**config.mk**
```make
export PLATFORM = sky130hd
export DESIGN_NAME = count_hold_ctrl
export DESIGN_NICKNAME = d
export VERILOG_FILES = /design/src/rtl/count_hold_ctrl.sv
export SDC_FILE = /design/constraint.sdc
export NUM_CORES = 1
export LEC_CHECK = 0
export CORE_MARGIN = 2
export CORE_UTILIZATION = 33
export CTS_CLUSTER_SIZE = 16
export DETAILED_ROUTE_END_ITERATION = 7
export PLACE_DENSITY = 0.55
export REMOVE_ABC_BUFFERS = 1
export SETUP_SLACK_MARGIN = 0.3
export SLEW_MARGIN = 15
export SYNTH_ARGS = -nofsm -noshare
export SYNTH_HDL_FRONTEND = slang
export SYNTH_SLANG_ARGS = --single-unit
```
**constraint.sdc**
```tcl
create_clock -name clk -period 2.7 [get_ports clk]
set_input_delay 0.81 -clock clk [delete_from_list [all_inputs] [get_ports clk]]
set_output_delay 0.81 -clock clk [all_outputs]
set_load 0.02 [all_outputs]
```
**src/rtl/count_hold_ctrl.sv**
```systemverilog
// Control stage for the 4-bit hold counter: synchronizes and debounces the pause/step
// buttons, detects debounced presses and runs the PAUSE/RUN/STEP FSM that drives hold.
module count_hold_ctrl #(
   parameter int unsigned DB_CYCLES = 16,
   parameter int unsigned DB_W      = 5
) (
   input  logic       clk,
   input  logic       rst,
   input  logic       btn_pause,
   input  logic       btn_step,
   output logic       hold,
   output logic [1:0] state
);

   typedef enum logic [1:0] {
      PAUSE = 2'b00,
      RUN   = 2'b01,
      STEP  = 2'b10
   } state_e;

   localparam logic [DB_W-1:0] DB_LAST = DB_W'(DB_CYCLES - 1);

   // Bit 0 carries the pause button, bit 1 the step button.
   logic [1:0]            s1_q, s2_q;
   logic [1:0]            db_q, db_d;
   logic [1:0]            db_prev_q;
   logic [1:0][DB_W-1:0]  cnt_q, cnt_d;
   logic [1:0]            press;
   logic [1:0]            state_raw;
   state_e                state_q;

   always_comb begin
      db_d  = db_q;
      cnt_d = cnt_q;
      for (int unsigned i = 0; i < 2; i++) begin
         if (s2_q[i] == db_q[i]) begin
            cnt_d[i] = '0;
         end else if (cnt_q[i] == DB_LAST) begin
            db_d[i]  = s2_q[i];
            cnt_d[i] = '0;
         end else begin
            cnt_d[i] = cnt_q[i] + 1'b1;
         end
      end
   end

   always_ff @(posedge clk or posedge rst) begin
      if (rst) begin
         s1_q      <= '0;
         s2_q      <= '0;
         db_q      <= '0;
         db_prev_q <= '0;
         cnt_q     <= '0;
      end else begin
         s1_q      <= {btn_step, btn_pause};
         s2_q      <= s1_q;
         db_q      <= db_d;
         db_prev_q <= db_q;
         cnt_q     <= cnt_d;
      end
   end

   assign press = db_q & ~db_prev_q;

   // Pause wins over step when both presses land in the same PAUSE cycle.
   always_ff @(posedge clk or posedge rst) begin
      if (rst) begin
         state_q <= PAUSE;
      end else begin
         case (state_q)
            PAUSE: begin
               if (press[0])      state_q <= RUN;
               else if (press[1]) state_q <= STEP;
            end
            RUN: begin
               if (press[0]) state_q <= PAUSE;
            end
            STEP:    state_q <= PAUSE;
            default: state_q <= PAUSE;
         endcase
      end
   end

   // Decoded from the state flops alone; the unused encoding also freezes the counter.
   assign state_raw = state_q;
   assign state     = state_raw;
   assign hold      = (state_raw == PAUSE) || (state_raw == 2'b11);

endmodule
```
Word level (Yosys, flattened, before mapping)
Index checks and enable logic that the tools add are counted.
{"block": "totals", "reg_bits": 20, "in_bits": 4, "output_inout_bits": 3, "elab_cells": 35}
{"block": "classes", "addsub": 2, "eq_ne": 8, "n_mux": 8, "n_bitwise": 4, "reduce_logical": 5}
{"op": "two-way mux 5 bit", "n": 4}
{"op": "adder 5 x 1 -> 5 bit (second input constant)", "n": 2}
{"op": "== test 5 x 4 -> 1 bit (second input constant)", "n": 2}
{"op": "two-way mux 2 bit", "n": 3}
{"op": "AND reduction 2 bit", "n": 3}
{"op": "one-hot mux 2 bit (2 select lines)", "n": 1}
{"op": "!= test 3 bit (second input constant)", "n": 1}
{"op": "bitwise AND 2 bit", "n": 1}
{"op": "== test 1 bit", "n": 2}
{"op": "== test 2 x 1 -> 1 bit (second input constant)", "n": 1}
{"op": "== test 2 bit (second input constant)", "n": 1}
{"op": "logical NOT 2 bit", "n": 1}
{"op": "!= test 2 bit (second input constant)", "n": 1}
{"op": "inverter 1 bit", "n": 2}
{"op": "inverter 2 bit", "n": 1}
{"op": "logical OR 1 bit", "n": 1}

Longest topological paths before layout
Gate-level depths: netlist (run 1).
{"block": "logic_depth", "word_depth": 5, "depth_mapped": 4, "depth_no_buf": 4}

Worst setup path before layout (run 1)
No wires, ideal clock.
{"block": "synth_path", "path_kind": "register -> output", "start": "reg state_q[0], in the netlist state[0]", "end": "out hold", "t_arrival_ns": 0.969, "t_required_ns": 1.890, "slack_ns": 0.921, "path_stages_with_launch": 4, "path_buffers": 0, "cell_sequence": "dfrtp_1 -> inv_1 -> ha_1 -> inv_1"}
{"block": "synth_via", "elab_chain_len": 2, "word_cells_on_any_way": 3, "cone_classes": "eq/ne: 1; reduce/logical: 2"}
{"item": "start: declaration", "line": "30", "rtl": "state_e state_q;"}
{"item": "start signal: assignment", "line": "68", "rtl": "state_q <= PAUSE;"}
{"item": "start signal: assignment", "line": "72", "rtl": "if (press[0]) state_q <= RUN;"}
{"item": "start signal: assignment", "line": "73", "rtl": "else if (press[1]) state_q <= STEP;"}
{"item": "== test 2 bit or logical NOT 2 bit (tied branches)", "line": "87", "rtl": "assign hold = (state_raw == PAUSE) || (state_raw == 2'b11);"}
{"item": "logical OR 1 bit (*)", "line": "87"}
{"item": "end: declaration", "line": "11", "rtl": "output logic hold,"}
Mark *: on every way between the ends. The rest lies on a longest branch, timed or not.

Worst setup path in the final report (run 1)
Ends and elaborated chain as after synthesis.

==> impl_metrics.tcl, run 1 <==
set metrics [dict create \
    total_via_count_after_detailed_routing 437 \
    layout_worst_path_cycle_share 0.826 \
    cts.htree.levels 1 \
    post_detailed_route_wirelength_per_cell_microns 9.67 \
    dr.pass1.iters 4 \
    insertedDiodeCount 0 \
    critical_path_s_top_delay_family "buffers and inverters" \
    nNetsFinal 82 \
    worstReg2RegStart "cnt_q[5]$_DFF_PP0_" \
    fp.dieW_microns 52.6 \
    worst_pin_slew_ns 0.712 \
    max-cap-violations 0 \
    routed_wl_microns 967 \
    setup.worst_path.start_class "flop" \
    synth_compound_area_frac 0.0433 \
    finalClockSkew_ns 0.0116 \
    sequential_cell_area_sq_um 500 \
    final-setup-viol-count 0 \
    drt-met1-wl_microns 518 \
    ff2ff_setup_slack_ns 1.46 \
    top_signal_layer_used "met4" \
    syn-instance-count 63 \
    tns_ns 0 \
    total_length_of_routed_met3_wires_microns 39 \
    slew_violations 0 \
    post_synth_fa_ha_maj_area_fraction 0.0641 \
    core_sq_mm 0.00223 \
    tritoncts "yes" \
    largest_net_degree_at_the_start_of_global_routing 21 \
    synth_enable_flop_cells 0 \
    synth_top_family_by_area "simple AND/OR/NAND/NOR gates" \
    initial_standard_cell_utilization_of_the_core 0.350 \
    hp-class "flop to flop" \
    clock-root-buffer "sky130_fd_sc_hd__clkbuf_4" \
    synth.cell_area_sq_um 781 \
    drt_iter0_markers 3 \
    synth.mux.area_fraction 0.0288 \
    overflow 0 \
    cp_num_buf_inv 3 \
    clk_pin_slew_worst_paths_ns 0.10 \
    worst_setup_slack_after_layout_ns 0.469 \
    grt_first_pass_wirelength_microns 1820 \
    multi_input_logic_area_sq_um 258 \
    area_added_between_synthesis_and_finish_pct 14.9 \
    share_of_cells_above_drive_strength_1 0.0556 \
    timing.critical_path.arrival_ns 1.42 \
    critical_path.endpoint_type "output port" \
    antenna_left 0 \
    synth.yosys.warnings 0 \
    top_level_port_count 7 \
    detailed_place_hpwl_microns 715 \
    synthFlopType "sky130_fd_sc_hd__dfrtp_1" \
    slew_headroom 0.525 \
    post_synth_xor_area_fraction 0.0673 \
    holdWs_ns 0.360 \
    max-vdd-ir-drop_uv 244 \
    report.final.hold_viol_count 0 \
    dieArea_sq_mm 0.00277 \
    grtUsageTotal 0.0936 \
    holdCritStartpoint "s1_q[1]$_DFF_PP0_" \
    detail_route.drc_violations 0 \
    placement.setup.worst_slack_ns 0.526 \
    netlist.top_cell.by_area "sky130_fd_sc_hd__dfrtp_1" \
    power_density_mw_per_mm2 543 \
    synth_area_per_cell_sq_um 12.4 \
    first_global_vias 441 \
    vias_per_cell 4.37 \
    rsz_0062_raised_after_global_routing "no" \
    floorplan.die.height_microns 52.6 \
    synth.top_cell.area_share 0.641 \
    crit_start "state[0]$_DFFE_PP0P_" \
    worstPathCellList "inv_1, ha_1, inv_1, dlygate4sd2_1" \
    synth_area_leaders "sky130_fd_sc_hd__dfrtp_1 (64%), sky130_fd_sc_hd__xor2_1 (6.7%), sky130_fd_sc_hd__ha_1 (6.4%)" \
    synth_most_common_cell "sky130_fd_sc_hd__dfrtp_1" \
    biggest_cell_delay_along_the_critical_path_ns 0.42 \
    wl_met2_microns 383 \
    cts_made_buffers 3 \
    min_period_ns 2.23 \
    worst_skew_pair.late_latency_ns 0.30 \
    yosysSeqAreaShare 0.641 \
    crit_path_frequent_cell "sky130_fd_sc_hd__inv_1" \
    simple_gate_fraction_of_synth_area 0.127 \
    critPathSlowestCell "sky130_fd_sc_hd__dfrtp_1" \
    static-leakage-power_nw 0.461 \
    synth-async-reset-ratio 1.00 \
    required_ns 1.89 \
    worst-setup-path-type "flop to output port" \
    grt_antenna_before_repair 0 \
    filler_cells 220 \
    ys_types 13 \
    max_freq_ghz 0.448 \
    max-clock-path-buffers 2 \
    placement.io_buffers 6 \
    status "complete, no violations" \
    place_congestion 0.709 \
    synth_top_cells_by_count "sky130_fd_sc_hd__dfrtp_1 (20), sky130_fd_sc_hd__nor2_1 (8), sky130_fd_sc_hd__inv_1 (6), sky130_fd_sc_hd__xor2_1 (6), sky130_fd_sc_hd__nand3_1 (5)" \
    placementRows 17 \
    critical_path.max_fanout 5 \
    synth-seq-cells 20 \
    cts.sinks 20 \
]
[worst reg2reg max path, cell delays in order (launching register included)]
cell	delay, ns
sky130_fd_sc_hd__dfrtp_1	0.38
sky130_fd_sc_hd__ha_1	0.20
sky130_fd_sc_hd__nand3_1	0.11
sky130_fd_sc_hd__nor2_1	0.12
sky130_fd_sc_hd__mux2_1	0.32
[registers in the layout (all words and copies together) (netlist names)]
signal	cells
cnt_q	10
db_prev_q	2
db_q	2
s1_q	2
s2_q	2
state	2
[stage by stage]
step / area, sq um / utilization / power [mW] / instances
after floorplan: 781 / - / 0.344 / 63
after global routing: 897 / 0.402 / 0.510 / 100
final: 897 / 0.402 / 0.487 / 100
after global placement: 876 / 0.392 / 0.356 / 97
after CTS: 897 / 0.402 / 0.494 / 100
after detailed placement: 876 / 0.392 / 0.358 / 97
[routing by layer]
metal,vias to the layer above,GRT usage
li1,222,-
met1,202,0.135
met2,10,0.119
met3,3,0.0257
met4,0,0.0641
met5,-,0
[logic make-up after synthesis]
| logic type | count (synthesis) |
|---|---|
| AO/OA/AOI/OAI | 5 |
| XOR/XNOR | 6 |
| adder cells (fa/ha/maj) | 4 |
| buffers and inverters | 6 |
| flip-flops | 20 |
| multiplexers | 2 |
| AND/OR/NAND/NOR | 20 |
[where the power goes]
part	total, mW	internal [mW]	leakage, nW	switching (mW)
logic	0.0321	0.0147	0.182	0.0174
registers	0.318	0.310	0.265	0.00722
clock network	0.138	0.0520	0.0138	0.0856
[cells in the final DEF (no fill, tap or decap), drive strengths merged]
master | synthesis | layout
a21boi | 1 | 1
and2 | 3 | 3
and3 | 2 | 2
clkbuf | 0 | 3
clkdlybuf4s50 | 0 | 5
dfrtp | 20 | 20
dlygate4sd2 | 0 | 1
ha | 4 | 4
inv | 6 | 6
mux2 | 2 | 2
nand2b | 2 | 2
nand3 | 5 | 5
nor2 | 8 | 8
o21ai | 3 | 3
o221a | 1 | 1
xor2 | 6 | 6
[path summary, 6_finish.rpt]
kind                                        to  cells past startpoint
max                                       hold                      4
min                          s2_q[1]$_DFF_PP0_                      0
max reg2reg                db_q[1]$_DFFE_PP0P_                      4
min reg2reg                  s2_q[1]$_DFF_PP0_                      0
max in group asynchronous   cnt_q[7]$_DFF_PP0_                      2
min in group asynchronous  db_q[0]$_DFFE_PP0P_                      2
[what timing repair did]
item,4_1_cts,5_1_grt
endpoints found under the hold margin,0,0
endpoints found under the setup margin,1,0
setup buffers,0,0
resized for setup,1,0
hold buffers,0,0
[final cells by class]
class	count	share of cell area
sequential	20	0.558
multi-input combinational	37	0.287
timing repair buffer	6	0.0656
tap	28	0.0391
clock buffer	3	0.0251
inverter	6	0.0251
(Power assumes the default switching activity.)
==> run 2: changes to the inputs <==
==> constraint.sdc (replaced) <==
create_clock -name clk -period 2.1 [get_ports clk]
set_input_delay 0.63 -clock clk [delete_from_list [all_inputs] [get_ports clk]]
set_output_delay 0.63 -clock clk [all_outputs]
set_load 0.02 [all_outputs]
==> impl_metrics.tcl, run 2 (synthesized netlist as in run 1, its figures left out) <==
set metrics [dict create \
    cp_num_buf_inv 3 \
    clock-root-buffer "sky130_fd_sc_hd__clkbuf_4" \
    tns_ns 0 \
    grt_antenna_before_repair 0 \
    max-vdd-ir-drop_uv 297 \
    worst_skew_pair.late_latency_ns 0.29 \
    critical_path.endpoint_type "output port" \
    placementRows 17 \
    top_level_port_count 7 \
    antenna_left 0 \
    detail_route.drc_violations 0 \
    max-clock-path-buffers 2 \
    tritoncts "yes" \
    worst-setup-path-type "flop to output port" \
    nNetsFinal 87 \
    holdWs_ns 0.362 \
    grtUsageTotal 0.0953 \
    slew_headroom 0.841 \
    clk_pin_slew_worst_paths_ns 0.10 \
    initial_standard_cell_utilization_of_the_core 0.350 \
    biggest_cell_delay_along_the_critical_path_ns 0.39 \
    insertedDiodeCount 0 \
    share_of_cells_above_drive_strength_1 0.179 \
    min_period_ns 1.80 \
    overflow 0 \
    setup.worst_path.start_class "flop" \
    cts_made_buffers 3 \
    hp-class "flop to flop" \
    finalClockSkew_ns 0.00112 \
    largest_register_ff_count 10 \
    largest_net_degree_at_the_start_of_global_routing 21 \
    timing.critical_path.arrival_ns 1.17 \
    sequential_cell_area_sq_um 500 \
    cts.htree.levels 1 \
    status "complete, no violations" \
    first_global_vias 437 \
    drt_iter0_markers 3 \
    max_freq_ghz 0.554 \
    static-leakage-power_nw 0.509 \
    dr.pass1.iters 4 \
    crit_start "state[0]$_DFFE_PP0P_" \
    final-setup-viol-count 0 \
    filler_cells 210 \
    place_congestion 0.689 \
    required_ns 1.47 \
    cts.sinks 20 \
    layout_worst_path_cycle_share 0.859 \
    grt_first_pass_wirelength_microns 1840 \
    slew_violations 0 \
    ctsHoldBuffers 0 \
    top_register "cnt_q" \
    worstPathCellList "inv_1, ha_4, inv_2, buf_6" \
    placement.io_buffers 6 \
    fp.dieW_microns 52.6 \
    worstReg2RegStart "state[0]$_DFFE_PP0P_" \
    core_sq_mm 0.00223 \
    routed_wl_microns 1030 \
    dieArea_sq_mm 0.00277 \
    critPathSlowestCell "sky130_fd_sc_hd__dfrtp_1" \
    power_density_mw_per_mm2 697 \
    report.final.hold_viol_count 0 \
    area_added_between_synthesis_and_finish_pct 23.1 \
    total_via_count_after_detailed_routing 453 \
    floorplan.die.height_microns 52.6 \
    vias_per_cell 4.27 \
    critical_path_s_top_delay_family "flip-flops" \
    worst_pin_slew_ns 0.238 \
    post_detailed_route_wirelength_per_cell_microns 9.70 \
    holdCritStartpoint "s1_q[0]$_DFF_PP0_" \
    layout.cells.most_common "sky130_fd_sc_hd__dfrtp_1" \
    rsz_0062_raised_after_global_routing "yes" \
    layout.cells.most_common_list "sky130_fd_sc_hd__dfrtp_1 (20), sky130_fd_sc_hd__nor2_1 (8), sky130_fd_sc_hd__xor2_1 (6)" \
    max-cap-violations 0 \
    detailed_place_hpwl_microns 738 \
    multi_input_logic_area_sq_um 270 \
    critical_path.max_fanout 3 \
]
## run 2: changes by cell type in the layout (fill, tap and decap cells not counted), moves of 2 or more
cell and delta:
sky130_fd_sc_hd__buf_4 +5, sky130_fd_sc_hd__clkdlybuf4s50_1 -2, sky130_fd_sc_hd__inv_1 -2, sky130_fd_sc_hd__inv_2 +2
## run 2: final cells by class
type	count	share of cell area
flip-flops and latches	20	0.521
multi-input cells	37	0.281
clock buffers	4	0.0378
well taps	28	0.0365
inverters	6	0.0234
repair buffers	11	0.100
## run 2: metrics by stage
stage | cell area (sq um) | setup slack, ns | util | instances | power, mW
floorplan | 781 | 0.501 | - | 63 | 0.442
global placement | 883 | 0.130 | 0.396 | 98 | 0.459
detailed placement | 883 | 0.108 | 0.396 | 98 | 0.461
CTS | 920 | 0.229 | 0.412 | 103 | 0.679
global route | 961 | 0.243 | 0.430 | 106 | 0.707
finish | 961 | 0.296 | 0.430 | 106 | 0.670
## run 2: worst paths after layout
path                       cells after the start                    to  slack, ns
max in group asynchronous                      3    cnt_q[0]$_DFF_PP0_       1.27
min in group asynchronous                      3    cnt_q[5]$_DFF_PP0_       0.64
hold reg to reg                                0     s2_q[0]$_DFF_PP0_       0.36
setup reg to reg                               4  state[1]$_DFFE_PP0P_       0.84
hold / removal                                 0     s2_q[0]$_DFF_PP0_       0.36
setup / recovery                               4                  hold       0.30
## run 2: worst reg2reg max path, cell delays in order, from the launching register on
cell and delay [ns]:
sky130_fd_sc_hd__dfrtp_1 0.41, sky130_fd_sc_hd__buf_4 0.13, sky130_fd_sc_hd__buf_4 0.12, sky130_fd_sc_hd__ha_1 0.21, sky130_fd_sc_hd__o221a_2 0.28
## run 2: power by group
group          internal (mW)  switching, mW
Sequential             0.399        0.00912
Clock                  0.106          0.108
Combinational         0.0240         0.0244
## run 2: what timing repair did
item                                    in CTS  in global routing
endpoints found under the setup margin       3                  1
setup buffers                                1                  3
resized for setup                            6                  5
pin swaps                                    0                  1
## run 2: per-layer routing
| layer | share of wire | up-vias | track usage |
|---|---|---|---|
| met4 | 0.0097 | 0 | 0.0641 |
| met5 | 0 | - | 0 |
| met2 | 0.48 | 7 | 0.131 |
| met3 | 0.033 | 2 | 0.0257 |
| met1 | 0.47 | 211 | 0.129 |
| li1 | - | 233 | - |
